File: config.mk
export PLATFORM = sky130hd
export DESIGN_NAME = mem_access_unit
export DESIGN_NICKNAME = d
export VERILOG_FILES = /design/src/rtl/mem_access_unit.sv
export SDC_FILE = /design/constraint.sdc
export NUM_CORES = 1
export LEC_CHECK = 0
export ABC_AREA = 1
export BUFFER_PORTS_ARGS = -buffer_cell sky130_fd_sc_hd__buf_2
export CAP_MARGIN = 40
export CORE_MARGIN = 3
export CORE_UTILIZATION = 45
export DETAILED_ROUTE_END_ITERATION = 12
export PLACE_DENSITY = 0.76
export SETUP_SLACK_MARGIN = 0.1
export SYNTH_ARGS = -nofsm -noshare
export SYNTH_HDL_FRONTEND = slang
export SYNTH_SLANG_ARGS = --single-unit
File: constraint.sdc
create_clock -name clk -period 1.8 [get_ports clk]
set_clock_uncertainty 0.2 [all_clocks]
set_input_delay 0.18 -clock clk [delete_from_list [all_inputs] [get_ports clk]]
set_output_delay 0.18 -clock clk [all_outputs]
set_load 0.01 [all_outputs]
File: src/rtl/mem_access_unit.sv
// Data-memory access controller: turns MR/MW strobes into a req/ack memory
// transaction, stalls the core while it is in flight and returns load data.
module mem_access_unit #(
  parameter int unsigned TIMEOUT_CYCLES = 15,
  parameter int unsigned CNT_W          = 4
) (
  input  logic        clk,
  input  logic        nreset,
  input  logic        MR,
  input  logic        MW,
  input  logic [15:0] Addr,
  input  logic [15:0] Wr_Data,
  input  logic [15:0] Mem_RData,
  input  logic        Mem_Ack,
  output logic [15:0] Mem_Addr,
  output logic [15:0] Mem_WData,
  output logic        Mem_Req,
  output logic        Mem_We,
  output logic [15:0] W_MEM_IN,
  output logic        Load_Valid,
  output logic        Stall,
  output logic        Bus_Error
);

  localparam int unsigned      DATA_W   = 16;
  localparam logic [CNT_W-1:0] CNT_LAST = CNT_W'(TIMEOUT_CYCLES - 1);
  localparam logic [CNT_W-1:0] CNT_MAX  = '1;

  typedef enum logic [1:0] {
    ST_IDLE = 2'd0,
    ST_WAIT = 2'd1,
    ST_DONE = 2'd2
  } state_e;

  state_e              state_q, state_d;
  logic [DATA_W-1:0]   addr_q, addr_d;
  logic [DATA_W-1:0]   wdata_q, wdata_d;
  logic [DATA_W-1:0]   rdata_q, rdata_d;
  logic                we_q, we_d;
  logic                req_q, req_d;
  logic                load_valid_q, load_valid_d;
  logic                bus_error_q, bus_error_d;
  logic [CNT_W-1:0]    cnt_q, cnt_d;

  // State and datapath registers
  always_ff @(posedge clk or negedge nreset) begin
    if (!nreset) begin
      state_q      <= ST_IDLE;
      addr_q       <= '0;
      wdata_q      <= '0;
      rdata_q      <= '0;
      we_q         <= 1'b0;
      req_q        <= 1'b0;
      load_valid_q <= 1'b0;
      bus_error_q  <= 1'b0;
      cnt_q        <= '0;
    end else begin
      state_q      <= state_d;
      addr_q       <= addr_d;
      wdata_q      <= wdata_d;
      rdata_q      <= rdata_d;
      we_q         <= we_d;
      req_q        <= req_d;
      load_valid_q <= load_valid_d;
      bus_error_q  <= bus_error_d;
      cnt_q        <= cnt_d;
    end
  end

  // Next-state and register-update logic
  always_comb begin
    state_d      = state_q;
    addr_d       = addr_q;
    wdata_d      = wdata_q;
    rdata_d      = rdata_q;
    we_d         = we_q;
    req_d        = req_q;
    cnt_d        = cnt_q;
    load_valid_d = 1'b0;
    bus_error_d  = 1'b0;

    unique case (state_q)
      ST_IDLE: begin
        if (MR ^ MW) begin
          addr_d  = Addr;
          wdata_d = Wr_Data;
          we_d    = MW;
          req_d   = 1'b1;
          cnt_d   = '0;
          state_d = ST_WAIT;
        end else if (MR & MW) begin
          // Conflicting strobes: retire the instruction with an error, no access
          bus_error_d = 1'b1;
          state_d     = ST_DONE;
        end
      end

      ST_WAIT: begin
        if (Mem_Ack) begin
          req_d        = 1'b0;
          load_valid_d = ~we_q;
          if (!we_q) begin
            rdata_d = Mem_RData;
          end
          state_d = ST_DONE;
        end else begin
          if (cnt_q != CNT_MAX) begin
            cnt_d = cnt_q + CNT_W'(1);
          end
          if (cnt_q == CNT_LAST) begin
            req_d        = 1'b0;
            bus_error_d  = 1'b1;
            load_valid_d = ~we_q;
            if (!we_q) begin
              rdata_d = '1;
            end
            state_d = ST_DONE;
          end
        end
      end

      ST_DONE: begin
        state_d = ST_IDLE;
      end

      default: begin
        state_d = ST_IDLE;
      end
    endcase
  end

  // Stall drops in DONE so the register bank captures W_MEM_IN on that edge
  assign Stall = ((state_q == ST_IDLE) & (MR ^ MW)) | (state_q == ST_WAIT);

  assign Mem_Addr   = addr_q;
  assign Mem_WData  = wdata_q;
  assign Mem_Req    = req_q;
  assign Mem_We     = we_q;
  assign W_MEM_IN   = rdata_q;
  assign Load_Valid = load_valid_q;
  assign Bus_Error  = bus_error_q;

endmodule

==> impl_metrics.env <==
export IMPL_power_density_nw_per_um2=1570
export IMPL_clk_path_buf_depth=2
export IMPL_diodes=0
export IMPL_dp_hpwl_um=3990
export IMPL_initial_core_util_pct=47.8
export IMPL_synthCells=276
export IMPL_critPathLaunchType="register"
export IMPL_clk_pin_slew_ns=0.06
export IMPL_grt_remaining_overflow=0
export IMPL_finalHoldViolations=0
export IMPL_remaining_drc_errors=0
export IMPL_drt_iter0_markers=120
export IMPL_crit_arrival_ns=1.63
export IMPL_grt_max_degree=59
export IMPL_cap_violations=0
export IMPL_p_int_mw=3.78
export IMPL_synth_nets=332
export IMPL_p_clk_share_pct=21.4
export IMPL_worst_slack_ns=0.222
export IMPL_hold_class="in -> reg"
export IMPL_criticalPathCategory="reg -> reg"
export IMPL_grt_pass1_vias=2537
export IMPL_drt_wl_total_um=7030
export IMPL_synth_edf_count=0
export IMPL_synth_area_top_cells="dfrtp_1 58%, nand2_1 15%, nand3_1 7.7%"
export IMPL_drv_slew=0
export IMPL_ant_nets=0
export IMPL_via_per_inst=4.83
export IMPL_ios=106
export IMPL_core_area_um2=5270
export IMPL_yosysMostFrequentCell="nand2_1"
export IMPL_dr_pass1_iters=6
export IMPL_p_leak_nw=2.14
export IMPL_drive_gt1_share_pct=36.3
export IMPL_detail_route_wl_per_cell_um=13.7
export IMPL_critical_path_required_ns=1.86
export IMPL_vias=2483
export IMPL_fin_tns_setup_ns=0
export IMPL_grt_pass1_wl_um=11500
export IMPL_cts_root_buf="clkbuf_8"
export IMPL_areaGrowthSynthToFinish_pct=54.5
export IMPL_cts_tree="done"
export IMPL_rsz0062_at_grt="no"
export IMPL_synthFlopType="dfrtp_1"
export IMPL_worstPathMaxFanout=16
export IMPL_cp_end_kind="register"
export IMPL_min_period_ns=1.58
export IMPL_cts_num_sinks=58
export IMPL_worstMarginPinSlew_ns=0.301
export IMPL_clock_fmax_mhz=634
export IMPL_ys_warn_count=0
export IMPL_cts_buffers=9
export IMPL_ys_types=21
export IMPL_antenna_found_initial=0
export IMPL_io_buffer_count=105
export IMPL_rows=26
export IMPL_outcome="completed"
export IMPL_netlist_top_cell_by_area="dfrtp_1"
export IMPL_ys_seq_area_share_pct=57.6
export IMPL_synth_seq_cells=58
export IMPL_die_h_um=80.9
export IMPL_synthTopCellsByCount="100 x nand2_1, 58 x dfrtp_1, 39 x nand3_1"
export IMPL_h_tree_depth=3
export IMPL_fin_util_pct=73.9
export IMPL_sw_frac_of_total_pct=38.3
export IMPL_netlist_area_um2=2520
export IMPL_switchingPower_mw=2.35
export IMPL_synth_top_cell_area_share_pct=57.6
export IMPL_avgSynthCellArea_um2=9.13
export IMPL_preCtsSetupSlack_ns=0.142
export IMPL_insertion_delay_ns=0.33
export IMPL_die_area_um2=6540
export IMPL_power_mw=6.12
export IMPL_grtUsageTotal_pct=23.1
export IMPL_ys_async_sr_fraction_pct=100
export IMPL_place_congestion=0.853
export IMPL_vdd_drop_max_v=0.000840
export IMPL_p_seq_share_pct=37.3
export IMPL_finalSetupViolCount=0
export IMPL_slew_headroom_pct=79.9
export IMPL_min_period_over_period_pct=87.7
export IMPL_nNetsFinal=495
export IMPL_die_w_um=80.9
export IMPL_p_comb_share_pct=41.3
worst max-delay path, cell delays in order (launching register included):
cell and delay, ns:
dfrtp_1 0.42, inv_1 0.09, ha_1 0.16, nand3_2 0.10, nand2_2 0.16, nand2_4 0.19
o21ai_2 0.17
layout make-up:
type / count / area [µm²]
clock buffer: 11 / 141
clock inverter: 5 / 77.6
multi-input combinational: 194 / 965
sequential: 58 / 1450
tap: 70 / 87.6
fill: 384 / 1370
timing repair buffer: 166 / 1140
inverter: 10 / 37.5
cell families (layout without fill, tap and decap cells):
kind of cell | Yosys count | count (layout) | share of synthesized area (%)
AOI/OAI and AO/OA | 19 | 19 | 6.25
xor gates and xnor gates | 1 | 1 | 0.347
adders and majority gates | 3 | 3 | 1.49
buffers and inverters | 25 | 192 | 5.16
DFF | 58 | 58 | 57.6
and+or+nand+nor | 170 | 171 | 29.2
layout by cell type, fill, tap and decap left out, types with 3 or more instances in the layout:
cell           instances
buf_2                105
buf_4                  8
dlygate4sd3_1         51
dfrtp_1               58
o21ai_2               16
nor2_1                19
ha_1                   3
nand3_1               39
nand2_2                6
inv_1                  7
nand2_1              100
clkbuf_8              10
final timing paths:
kind | cells after the start | slack (ns) | end | from
min reg2reg | 2 | 0.27 | Mem_Addr[12] | Mem_Addr[12]
min | 4 | 0.08 | Bus_Error | MR
min in group asynchronous | 3 | 0.18 | W_MEM_IN[0] | nreset
max reg2reg | 6 | 0.22 | W_MEM_IN[6] | cnt_q[0]
max | 6 | 0.22 | W_MEM_IN[6] | cnt_q[0]
max in group asynchronous | 3 | 0.97 | Mem_WData[3] | nreset
per-stage QoR:
step / instance area [µm²] / hold WS, ns / std cells
after detailed placement: 3130 / 0.00984 / 444
after floorplan: 2520 / -0.316 / 276
final: 3900 / 0.0836 / 514
after global placement: 3130 / 0.0106 / 444
after global routing: 3900 / 0.114 / 514
after CTS: 3880 / 0.0679 / 513
what timing repair did:
action / in CTS / in global routing
buffers inserted: 2 / 0
endpoints found under the hold margin: 108 / 0
hold buffers: 51 / 0
gates cloned: 0 / 1
pin swaps: 1 / 1
gates resized for setup: 1 / 1
endpoints found under the setup margin: 1 / 17
state kept, by name (all words and copies together), names as in the netlist:
signal,cells
state_q,2
Mem_Addr,16
Mem_WData,16
W_MEM_IN,16
Bus_Error,1
Mem_We,1
Mem_Req,1
cnt_q,4
Load_Valid,1
layer usage:
metal  track usage (%)  up-vias  wire length [µm]
li1                  -     1202                 -
met3              7.98       10               698
met5                 0        -                 0
met2              38.8      122              3420
met1              27.3     1149              2820
met4              8.61        0                96
power groups by stage:
stage | Clock [mW] | Sequential [mW] | Combinational, mW
final | 1.31 | 2.28 | 2.53
after global routing | 1.40 | 2.35 | 2.85
after CTS | 1.35 | 2.27 | 2.50
after detailed placement | 0 | 2.27 | 2.37
after global placement | 0 | 2.26 | 2.29
after floorplan | 0 | 2.53 | 1.16
(Power assumes the default switching activity.)
